$ cat config.mk
export PLATFORM = sky130hd
export DESIGN_NAME = audio_out_bank
export DESIGN_NICKNAME = d
export VERILOG_FILES = /design/src/rtl/dsp_pkg.sv /design/src/rtl/audio_bank.sv /design/src/rtl/audio_out_bank.sv
export SDC_FILE = /design/constraint.sdc
export NUM_CORES = 1
export LEC_CHECK = 0
export ABC_AREA = 1
export CAP_MARGIN = 20
export CORE_MARGIN = 8
export CORE_UTILIZATION = 56
export CTS_CLUSTER_SIZE = 14
export DETAILED_ROUTE_END_ITERATION = 6
export PLACE_DENSITY = 0.79
export RECOVER_POWER = 100
export SYNTH_ARGS = -nofsm -noshare
export SYNTH_HDL_FRONTEND = slang
export SYNTH_SLANG_ARGS = --single-unit
$ cat constraint.sdc
create_clock -name ck -period 5 [get_ports ck]
set_input_delay 1 -clock ck [delete_from_list [all_inputs] [get_ports ck]]
set_output_delay 1 -clock ck [all_outputs]
set_load 0.05 [all_outputs]
$ cat src/rtl/dsp_pkg.sv
// Shared definitions for the audio output path: sample width, stream FSM
// state encodings and the saturated-magnitude helper used by peak tracking.
// No ports; imported by audio_bank and audio_out_bank.
package dsp_pkg;

  localparam int AUDIO_W = 16;

  // Magnitude of the most negative sample cannot be represented, so it is
  // clamped to the largest positive value.
  localparam logic [AUDIO_W-1:0] PEAK_SAT = 16'h7FFF;

  typedef enum logic {
    ST_IDLE   = 1'b0,
    ST_STREAM = 1'b1
  } state_t;

  function automatic logic [AUDIO_W-1:0] abs_sat(input logic [AUDIO_W-1:0] x);
    if (x == {1'b1, {(AUDIO_W-1){1'b0}}}) begin
      return PEAK_SAT;
    end else if (x[AUDIO_W-1]) begin
      return ~x + 1'b1;
    end else begin
      return x;
    end
  endfunction

endpackage

$ cat src/rtl/audio_bank.sv
// One channel bank: 2**CHAN_W x 16-bit sample store plus a per-channel written-mask.
// Latency: 1-cycle write; read is combinational, unwritten channels read as zero.
// Backpressure: none; writes are always accepted.
// Ports: ck/rst clock and async active-low reset; clr clears the written-mask;
//        we/waddr/wdata write port; raddr/rdata masked read port.
module audio_bank
  import dsp_pkg::*;
#(
  parameter int CHAN_W = 4
) (
  input  logic               ck,
  input  logic               rst,
  input  logic               clr,
  input  logic               we,
  input  logic [CHAN_W-1:0]  waddr,
  input  logic [AUDIO_W-1:0] wdata,
  input  logic [CHAN_W-1:0]  raddr,
  output logic [AUDIO_W-1:0] rdata
);

  localparam int DEPTH = 2**CHAN_W;

  logic [AUDIO_W-1:0] mem [DEPTH];
  logic [DEPTH-1:0]   written;

  // Sample storage carries no reset; the written-mask makes stale contents invisible.
  always_ff @(posedge ck) begin
    if (we) begin
      mem[waddr] <= wdata;
    end
  end

  always_ff @(posedge ck or negedge rst) begin
    if (!rst) begin
      written <= '0;
    end else begin
      if (clr) begin
        written <= '0;
      end
      if (we) begin
        written[waddr] <= 1'b1;
      end
    end
  end

  assign rdata = written[raddr] ? mem[raddr] : '0;

endmodule

$ cat src/rtl/audio_out_bank.sv
// Double-buffered capture of sequencer channel writes; on each 'done' rising edge the
// completed bank is streamed channel 0..OUT_CHANS-1. Latency: first beat 1 cycle after swap.
// Backpressure: tx_ready low holds the current beat stable; frames completing mid-stream are dropped (overrun).
// Ports: ck, rst (async active-low); in_we/in_addr/in_audio sample writes; done frame-complete level;
//        tx_valid/tx_ready/tx_chan/tx_data/tx_last output stream; overrun sticky flag; frames counter.
// Optional: define AUDIO_OUT_PEAK_EN to add peak_sel/peak_clr/peak per-channel peak magnitude tracking.
module audio_out_bank
  import dsp_pkg::*;
#(
  parameter int CHAN_W    = 4,
  parameter int OUT_CHANS = 8
) (
  input  logic               ck,
  input  logic               rst,
  input  logic               in_we,
  input  logic [CHAN_W-1:0]  in_addr,
  input  logic [AUDIO_W-1:0] in_audio,
  input  logic               done,
  output logic               tx_valid,
  input  logic               tx_ready,
  output logic [CHAN_W-1:0]  tx_chan,
  output logic [AUDIO_W-1:0] tx_data,
  output logic               tx_last,
  output logic               overrun,
  output logic [15:0]        frames
`ifdef AUDIO_OUT_PEAK_EN
  ,
  input  logic [CHAN_W-1:0]  peak_sel,
  input  logic               peak_clr,
  output logic [AUDIO_W-1:0] peak
`endif
);

  localparam logic [CHAN_W-1:0] LAST_CHAN = CHAN_W'(OUT_CHANS - 1);

  state_t             state;
  logic               done_d;
  logic               wsel;      // bank currently accumulating writes; ~wsel is the read bank
  logic               swap;
  logic               swap_acc;
  logic [CHAN_W-1:0]  rd_addr;
  logic               rd_bank;
  logic [AUDIO_W-1:0] rdata0;
  logic [AUDIO_W-1:0] rdata1;
  logic [AUDIO_W-1:0] rd_data;
  logic [AUDIO_W-1:0] first_data;

  assign swap     = done & ~done_d;
  assign swap_acc = swap & (state == ST_IDLE);

  // The beat registered next cycle is read ahead: channel 0 of the retiring write
  // bank at a swap, otherwise the following channel of the read bank.
  always_comb begin
    rd_addr = CHAN_W'(tx_chan + 1'b1);
    rd_bank = ~wsel;
    if (swap_acc) begin
      rd_addr = '0;
      rd_bank = wsel;
    end
  end

  assign rd_data = rd_bank ? rdata1 : rdata0;

  // A channel-0 write coinciding with the swap belongs to the retiring frame but is
  // not yet in the store, so forward it straight into the first beat.
  assign first_data = (in_we && in_addr == '0) ? in_audio : rd_data;

  audio_bank #(.CHAN_W(CHAN_W)) u_bank0 (
    .ck    (ck),
    .rst   (rst),
    .clr   (swap_acc & wsel),
    .we    (in_we & ~wsel),
    .waddr (in_addr),
    .wdata (in_audio),
    .raddr (rd_addr),
    .rdata (rdata0)
  );

  audio_bank #(.CHAN_W(CHAN_W)) u_bank1 (
    .ck    (ck),
    .rst   (rst),
    .clr   (swap_acc & ~wsel),
    .we    (in_we & wsel),
    .waddr (in_addr),
    .wdata (in_audio),
    .raddr (rd_addr),
    .rdata (rdata1)
  );

  always_ff @(posedge ck or negedge rst) begin
    if (!rst) begin
      state    <= ST_IDLE;
      done_d   <= 1'b0;
      wsel     <= 1'b0;
      tx_valid <= 1'b0;
      tx_chan  <= '0;
      tx_data  <= '0;
      tx_last  <= 1'b0;
      overrun  <= 1'b0;
      frames   <= '0;
    end else begin
      done_d <= done;
      case (state)
        ST_IDLE: begin
          if (swap) begin
            wsel     <= ~wsel;
            frames   <= frames + 16'd1;
            state    <= ST_STREAM;
            tx_valid <= 1'b1;
            tx_chan  <= '0;
            tx_data  <= first_data;
            tx_last  <= (LAST_CHAN == '0);
          end
        end
        ST_STREAM: begin
          if (swap) begin
            overrun <= 1'b1;
          end
          if (tx_ready) begin
            if (tx_last) begin
              state    <= ST_IDLE;
              tx_valid <= 1'b0;
              tx_chan  <= '0;
              tx_data  <= '0;
              tx_last  <= 1'b0;
            end else begin
              tx_chan <= rd_addr;
              tx_data <= rd_data;
              tx_last <= (rd_addr == LAST_CHAN);
            end
          end
        end
        default: state <= ST_IDLE;
      endcase
    end
  end

`ifdef AUDIO_OUT_PEAK_EN
  localparam int DEPTH = 2**CHAN_W;

  logic [AUDIO_W-1:0] peak_mem [DEPTH];
  logic [AUDIO_W-1:0] wr_mag;

  assign wr_mag = abs_sat(in_audio);

  // The write update is placed after the clear so a same-channel write overrides it.
  always_ff @(posedge ck or negedge rst) begin
    if (!rst) begin
      for (int i = 0; i < DEPTH; i++) begin
        peak_mem[i] <= '0;
      end
      peak <= '0;
    end else begin
      peak <= peak_mem[peak_sel];
      if (peak_clr) begin
        peak_mem[peak_sel] <= '0;
      end
      if (in_we && ((wr_mag > peak_mem[in_addr]) || (peak_clr && peak_sel == in_addr))) begin
        peak_mem[in_addr] <= wr_mag;
      end
    end
  end
`endif

endmodule

==> results of run 1 <==
-- registers in the layout, summed over array words and instances (netlist names), 4 cells and up --
name / count
u_bank0.mem: 256
u_bank1.mem: 256
frames: 16
tx_data: 16
u_bank0.written: 16
u_bank1.written: 16
tx_chan: 4
-- through the flow --
stage / utilization [%] / worst slack [ps] / instance area (µm²) / total power, mW / hold WS, ps
final: 63.18 / 829.4 / 27220 / 16.93 / 472.6
after CTS: 63.64 / 1355 / 27410 / 16.81 / 481.6
after floorplan: - / 2397 / 24440 / 10.66 / 500.6
after global placement: 59.68 / 850.0 / 25710 / 12.69 / 460.0
after global routing: 63.18 / 539.2 / 27210 / 17.74 / 486.9
after detailed placement: 59.68 / 833.2 / 25710 / 12.81 / 469.0
-- kinds of logic (layout without fill, tap and decap cells) --
group	count (synthesis)	after routing	share of synthesized area, %
simple gates	1324	1324	22.88
flops	586	586	70.47
buf+inv	204	305	3.823
compound gates	87	87	2.042
xor+xnor	16	16	0.5733
fa+ha+maj	4	4	0.2047
other cells	0	1	0
-- per-layer routing --
| layer | up-vias | global-route usage (%) | routed length (µm) |
|---|---|---|---|
| li1 | 7737 | - | - |
| met1 | 8386 | 34.55 | 24280 |
| met2 | 1186 | 41.18 | 31230 |
| met3 | 228 | 5.374 | 8169 |
| met4 | 0 | 13.61 | 3413 |
| met5 | - | 0 | 0 |
-- where the power goes --
group / switching, mW / internal (mW) / leakage [nW] / total, mW
Clock: 1.78 / 2.22 / 0.826 / 4.01
Combinational: 5.21 / 1.93 / 4.09 / 7.14
Sequential: 0.177 / 5.61 / 5.49 / 5.78
Total: 7.17 / 9.76 / 10.4 / 16.9
-- layout by cell type (no fill, tap or decap), types with 2 or more instances in the layout --
master	count
sky130_fd_sc_hd__buf_4	13
sky130_fd_sc_hd__nor3_1	4
sky130_fd_sc_hd__ha_1	4
sky130_fd_sc_hd__dlygate4sd3_1	57
sky130_fd_sc_hd__o211ai_1	6
sky130_fd_sc_hd__inv_2	2
sky130_fd_sc_hd__clkbuf_16	55
sky130_fd_sc_hd__buf_12	4
sky130_fd_sc_hd__inv_1	67
sky130_fd_sc_hd__inv_4	3
sky130_fd_sc_hd__a21oi_1	17
sky130_fd_sc_hd__o22ai_1	34
sky130_fd_sc_hd__clkdlybuf4s50_1	4
sky130_fd_sc_hd__dfrtp_1	74
sky130_fd_sc_hd__bufinv_16	3
sky130_fd_sc_hd__nand3_1	436
sky130_fd_sc_hd__edfxtp_1	512
sky130_fd_sc_hd__nor2_4	4
sky130_fd_sc_hd__clkbuf_8	3
sky130_fd_sc_hd__clkinvlp_4	4
sky130_fd_sc_hd__clkbuf_1	64
sky130_fd_sc_hd__nor2_2	2
sky130_fd_sc_hd__xor2_1	11
sky130_fd_sc_hd__clkinv_1	13
sky130_fd_sc_hd__clkinv_2	9
sky130_fd_sc_hd__nor2_1	79
sky130_fd_sc_hd__xnor2_1	5
sky130_fd_sc_hd__o21ai_0	26
sky130_fd_sc_hd__o21ai_1	2
sky130_fd_sc_hd__inv_6	3
sky130_fd_sc_hd__nand2_1	794
-- synthesized netlist by cell type (3+ instances only) --
cell type                    n  share of area, %
sky130_fd_sc_hd__dfrtp_1    74               7.6
sky130_fd_sc_hd__buf_4      10              0.31
sky130_fd_sc_hd__ha_1        4              0.20
sky130_fd_sc_hd__clkbuf_1   38              0.58
sky130_fd_sc_hd__nor3_1      3             0.061
sky130_fd_sc_hd__nand2_1   794                12
sky130_fd_sc_hd__buf_2      77               1.6
sky130_fd_sc_hd__xor2_1     11              0.39
sky130_fd_sc_hd__nand3_1   436               8.9
sky130_fd_sc_hd__buf_6       4              0.18
sky130_fd_sc_hd__o211ai_1    6              0.18
sky130_fd_sc_hd__o21ai_0    26              0.53
sky130_fd_sc_hd__nor2_4      5              0.23
sky130_fd_sc_hd__a21oi_1    17              0.35
sky130_fd_sc_hd__inv_1      65               1.0
sky130_fd_sc_hd__inv_2       5             0.077
sky130_fd_sc_hd__xnor2_1     5              0.18
sky130_fd_sc_hd__o22ai_1    34              0.87
sky130_fd_sc_hd__edfxtp_1  512                63
sky130_fd_sc_hd__nor2_1     77               1.2
sky130_fd_sc_hd__nor2_2      3             0.077
-- area by class of cell --
| cell class | instances | area (µm²) |
|---|---|---|
| clock buffers | 72 | 1470 |
| inverters | 73 | 281.5 |
| clock inverters | 31 | 236.5 |
| diodes | 1 | 2.502 |
| well taps | 585 | 732.0 |
| multi-input cells | 1431 | 6287 |
| flip-flops and latches | 586 | 17230 |
| fillers | 3210 | 15860 |
| repair buffers | 129 | 980.9 |
-- critical path: stages --
cell	delay, ps
sky130_fd_sc_hd__dlygate4sd3_1	600
sky130_fd_sc_hd__nand3_4	270
sky130_fd_sc_hd__nand2_8	310
sky130_fd_sc_hd__inv_2	910
sky130_fd_sc_hd__clkbuf_1	620
sky130_fd_sc_hd__nand2_1	100
sky130_fd_sc_hd__nand3_1	110
sky130_fd_sc_hd__nand3_1	110
sky130_fd_sc_hd__nand2_1	170
sky130_fd_sc_hd__nand2_1	110
sky130_fd_sc_hd__nand2_1	90
sky130_fd_sc_hd__nand2_1	50
sky130_fd_sc_hd__nand3_1	100
sky130_fd_sc_hd__nand2_1	60
sky130_fd_sc_hd__nand2_1	60
-- how the worst max path moves through the flow --
stage,to
final,tx_data[11]
after global routing,tx_data[11]
after CTS,tx_data[10]
after detailed placement,tx_data[10]
after global placement,tx_data[10]
after floorplan,u_bank0.mem[0][0]
==> out/summary.txt, run 1 <==
=================================================================================
Final Instance Count excl. Fillers                                           2908
Kind of end point of the critical path                                       flop
Synthesized Nets                                                             2250
Residual DRC                                                                    2
Violated checks                                                      DRC, capacitance limit, slew limit
Sequential-to-total area share from yosys stat                             70.47%
Leakage component of the power                                           10.41 nW
Number of unique standard cell types used by synthesis                         32
Die Span X                                                               224.9 µm
Worst Skew                                                               15.91 ps
Part of the cycle the worst path needs                                     83.41%
Vias                                                                       17.54k
HPWL after DPL                                                           37420 µm
Post-CTS Setup Repair Bufs                                                      0
CTS tree                                                                      yes
Endpoint of the worst hold-timing path                                 frames[15]
Detailed Routing Iterations Pass 1                                              7
Avg WL per Cell                                                          23.07 µm
GRT Overall Usage                                                          26.25%
Path type of the worst setup path                                       in -> reg
Final Hold Viols                                                                0
Placeable core region                                                   43080 µm²
Synthesized instance count                                                   2221
Initial antenna violation count                                                 2
Sink count of the clock tree                                                  586
Number of max-slew violations in the final report                             416
Worst min path class                                                   reg -> reg
Wire length of the first global-routing pass                            101100 µm
Sum of routed wire length over all layers                                67100 µm
H-tree Lvls                                                                     2
Count of hold buffers inserted by post-cts repair                               0
Yosys synthesis warning count                                                   0
Die extent in y                                                          224.9 µm
Largest net degree at the start of global routing                             110
Worst r2r src                                                          tx_chan[0]
Remaining global-route overflow                                                 0
Number of top-level design ports                                               64
Final-report setup violation count                                              0
Area growth from synthesis to layout                                       11.34%
Die Area                                                                50590 µm²
Maximum net fanout on the critical path                                        60
Timing startpoint of the critical path                                       done
Cell area after synthesis                                               24440 µm²
Number of gates resized after CTS                                               0
Endpoint of the worst-slack reg-to-reg timing path                    tx_data[11]
Starting utilization of the core area                                      56.75%
Startpoint Class                                                     primary input
Fin nets                                                                     2305
Ratio of cells with drive above 1 in the final layout                      4.694%
Dominant synthesized flop cell                                       sky130_fd_sc_hd__edfxtp_1
Crit path DAT                                                             4720 ps
Register-to-register setup slack                                           840 ps
Source of the worst hold timing path                                   frames[15]
Residual antenna-violating net count after detailed routing                     0
Total placed cells including tap cells                                       2803
Row cnt                                                                        76
Clock root buffer master                                             sky130_fd_sc_hd__clkbuf_16
Number of enable-type register cells in the synthesized netlist               512
Unrepaired setup endpoints after global routing                                no
Number of cell instances on the worst register-to-register path                14
Number of buffers inserted by port buffering                                   63
Max Clk Rate                                                            239.8 MHz
Worst hold stages                                                               1
Clk pin slew, worst setup/hold paths                                        60 ps
Slew @ Worst Pin                                                          2011 ps
P per Cell Area                                                      622.0 nW/µm²
Number of DRC violations after detailed-routing iteration 0                  2624
Fraction of synthesis flops using an asynchronous set or reset pin         12.63%
Inserted Clock Buffers                                                         55
Accumulated negative setup slack                                             0 ps
Number of global-route vias before repair                                  17.04k
Final period demand of the worst path                                     4171 ps
Maximum number of buffers from clock root to sink                               3
Required @ worst endpoint                                                 5550 ps
Clock latency on the worst-skew pair                                       620 ps
Status                                                               finished with violations
Number of synthesized register bits                                           586
Worst max-slew margin expressed relative to the limit                     -34.07%
Per-cell via count in the routed design                                     6.031
Worst-case vdd ir drop                                                0.0005374 V
GP Congestion                                                              0.9522
Max-cap violations                                                             12
Mean area per synthesized cell                                          11.01 µm²
=================================================================================
(Power assumes the default switching activity.)
==> inputs of run 2 (changes only) <==
- PLACE_DENSITY: 0.79 -> 0.82
- clock period: 5 -> 3.5 ns (I/O delays scaled with it)
==> run 2 against run 1 <==
Net effect:
- the run ends with capacitance limit, slew limit left
- via count shrank 0.38%
- sequential power rose by 43%
- global-route usage is 0.081 points higher
- setup slack got worse by 400 ps
- cell area is 1.3% higher
- die area did not move
- largest power group unchanged
==> out/summary.txt, run 2 (synthesis results as in run 1) <==
==============================================================================
Leading registers by flop count                                   u_bank0.mem (256), u_bank1.mem (256)
Leakage component of the power                                        10.61 nW
Number of global-route vias before repair                               17.40k
Area taken by flip-flops and latches                                 17230 µm²
Most common cell after layout, fill and taps aside                sky130_fd_sc_hd__nand2_1
Worst Skew                                                            18.86 ps
GRT Overall Usage                                                       26.33%
Post-route cell area                                                 27570 µm²
Source of the worst hold timing path                                frames[15]
Initial antenna violation count                                              0
Worst-case vdd ir drop                                             0.0007290 V
Endpoint of the worst hold-timing path                              frames[15]
Inserted Clock Buffers                                                      55
Detailed Routing Iterations Pass 1                                           6
Placed cell area                                                     26010 µm²
Number of antenna cells inserted                                             0
Avg WL per Cell                                                       22.99 µm
Part of the cycle the worst path needs                                  87.62%
Final-layout fill cell count                                              3110
Startpoint Class                                                  primary input
Number of DRC violations after detailed-routing iteration 0               2222
Number of max-slew violations in the final report                           75
Per-cell via count in the routed design                                  5.985
Clock root buffer master                                          sky130_fd_sc_hd__clkbuf_16
Number of gates resized after CTS                                            0
Placeable core region                                                43080 µm²
Starting utilization of the core area                                   56.75%
Area used by multi-input combinational logic                          6287 µm²
Number of buffers inserted by port buffering                                63
Slew @ Worst Pin                                                       1940 ps
Kind of end point of the critical path                                    flop
Number of cell instances on the worst register-to-register path              5
Total placed cells including tap cells                                    2821
Required @ worst endpoint                                              4030 ps
Worst r2r src                                                             wsel
HPWL after DPL                                                        40330 µm
Die Area                                                             50590 µm²
Maximum net fanout on the critical path                                     28
Path type of the worst setup path                                    in -> reg
GP Congestion                                                           0.9402
Final Hold Viols                                                             0
Max-cap violations                                                           2
P per Cell Area                                                   903.6 nW/µm²
Die Span X                                                            224.9 µm
Sink count of the clock tree                                               586
Residual DRC                                                                 0
Power after layout                                                    24.91 mW
Vias                                                                    17.47k
Clk pin slew, worst setup/hold paths                                     70 ps
Accumulated negative setup slack                                          0 ps
Maximum number of buffers from clock root to sink                            3
Wire length of the first global-routing pass                         101700 µm
Cell with the most instances on the worst path                    sky130_fd_sc_hd__nand2_1
Cell type of the slowest stage on the worst timing path           sky130_fd_sc_hd__clkbuf_2
Sum of buffers and inverters on the critical path                            3
Kind of cell adding the most delay to the critical path           buffers and inverters
Crit path DAT                                                          3600 ps
Unrepaired setup endpoints after global routing                             no
Endpoint of the worst-slack reg-to-reg timing path                u_bank0.mem[13][2]
Number of top-level design ports                                            64
Fin nets                                                                  2322
Final period demand of the worst path                                  3067 ps
Largest net degree at the start of global routing                          141
Clock latency on the worst-skew pair                                    610 ps
Count of hold buffers inserted by post-cts repair                            0
Sum of routed wire length over all layers                             67120 µm
Residual antenna-violating net count after detailed routing                  0
Crit path cell chain                                              dlygate4sd3_1 -> nand3_4 -> inv_1 -> nor2_4 -> clkbuf_2 -> nand3_1 -> nand2_1 -> nand2_1 -> nand2_1 -> nand2_1 -> nand3_1 -> nand2_1 -> nand2_1
Violated checks                                                   capacitance limit, slew limit
Leading cell types in the layout, fill and taps excluded          794 x sky130_fd_sc_hd__nand2_1, 512 x sky130_fd_sc_hd__edfxtp_1, 436 x sky130_fd_sc_hd__nand3_1
CTS tree                                                                   yes
Final Instance Count excl. Fillers                                        2919
Final Core Density                                                      64.00%
Max Clk Rate                                                         326.1 MHz
Critical path's largest stage delay                                     660 ps
H-tree Lvls                                                                  2
Row cnt                                                                     76
Worst min path class                                                reg -> reg
Ratio of cells with drive above 1 in the final layout                   5.484%
Final-report setup violation count                                           0
Die extent in y                                                       224.9 µm
Register-to-register setup slack                                        470 ps
Area growth from synthesis to layout                                    12.79%
Status                                                            finished with violations
Worst max-slew margin expressed relative to the limit                  -29.31%
Worst hold stages                                                            1
Remaining global-route overflow                                              0
Post-CTS Setup Repair Bufs                                                   0
==============================================================================
run 2: changes by cell type in the layout (fill, tap and decap cells not counted), moves of 2 or more:
| cell | previous run | this run |
|---|---|---|
| sky130_fd_sc_hd__clkbuf_8 | 3 | 0 |
| sky130_fd_sc_hd__clkbuf_2 | 1 | 7 |
| sky130_fd_sc_hd__buf_12 | 4 | 16 |
| sky130_fd_sc_hd__clkinvlp_4 | 4 | 0 |
| sky130_fd_sc_hd__clkbuf_1 | 64 | 55 |
| sky130_fd_sc_hd__inv_6 | 3 | 1 |
| sky130_fd_sc_hd__clkinv_2 | 9 | 11 |
| sky130_fd_sc_hd__bufinv_16 | 3 | 8 |
| sky130_fd_sc_hd__buf_4 | 13 | 15 |
| sky130_fd_sc_hd__inv_2 | 2 | 0 |
run 2: through the flow:
step	setup WS [ps]	hold slack [ps]
after floorplan	1197	404.4
after CTS	637.6	274.9
after global routing	305.6	516.0
final	433.5	496.1
after global placement	204.9	463.3
after detailed placement	138.7	498.3
run 2: cell type report:
cell class,instances,area share (%)
multi-input combinational,1431,22.80
clock inverter,34,1.339
tap,585,2.655
timing repair buffer,146,4.575
sequential,586,62.48
clock buffer,64,5.115
inverter,73,1.030
run 2: how the worst max path moves through the flow:
stage	start	endpoint	depth (start not counted)
2_1_floorplan	in_addr[2]	u_bank0.mem[0][0]	4
6_report	done	tx_data[1]	13
4_1_cts	state	tx_data[1]	14
3_3_place_gp	done	tx_data[0]	15
5_1_grt	state	tx_data[6]	14
3_5_place_dp	done	tx_data[0]	15
run 2: metal layers:
metal / global-route usage [%] / part of all wire [%] / up-vias
met5: 0 / 0 / -
met4: 15.17 / 5.9 / 0
met3: 4.958 / 10 / 218
met2: 42.67 / 48 / 1062
met1: 33.10 / 36 / 8406
li1: - / - / 7785
run 2: power by group:
| group | internal, mW | switching [mW] | total, mW |
|---|---|---|---|
| Sequential | 8.00 | 0.269 | 8.27 |
| Combinational | 3.10 | 7.53 | 10.6 |
| Clock | 3.46 | 2.55 | 6.01 |
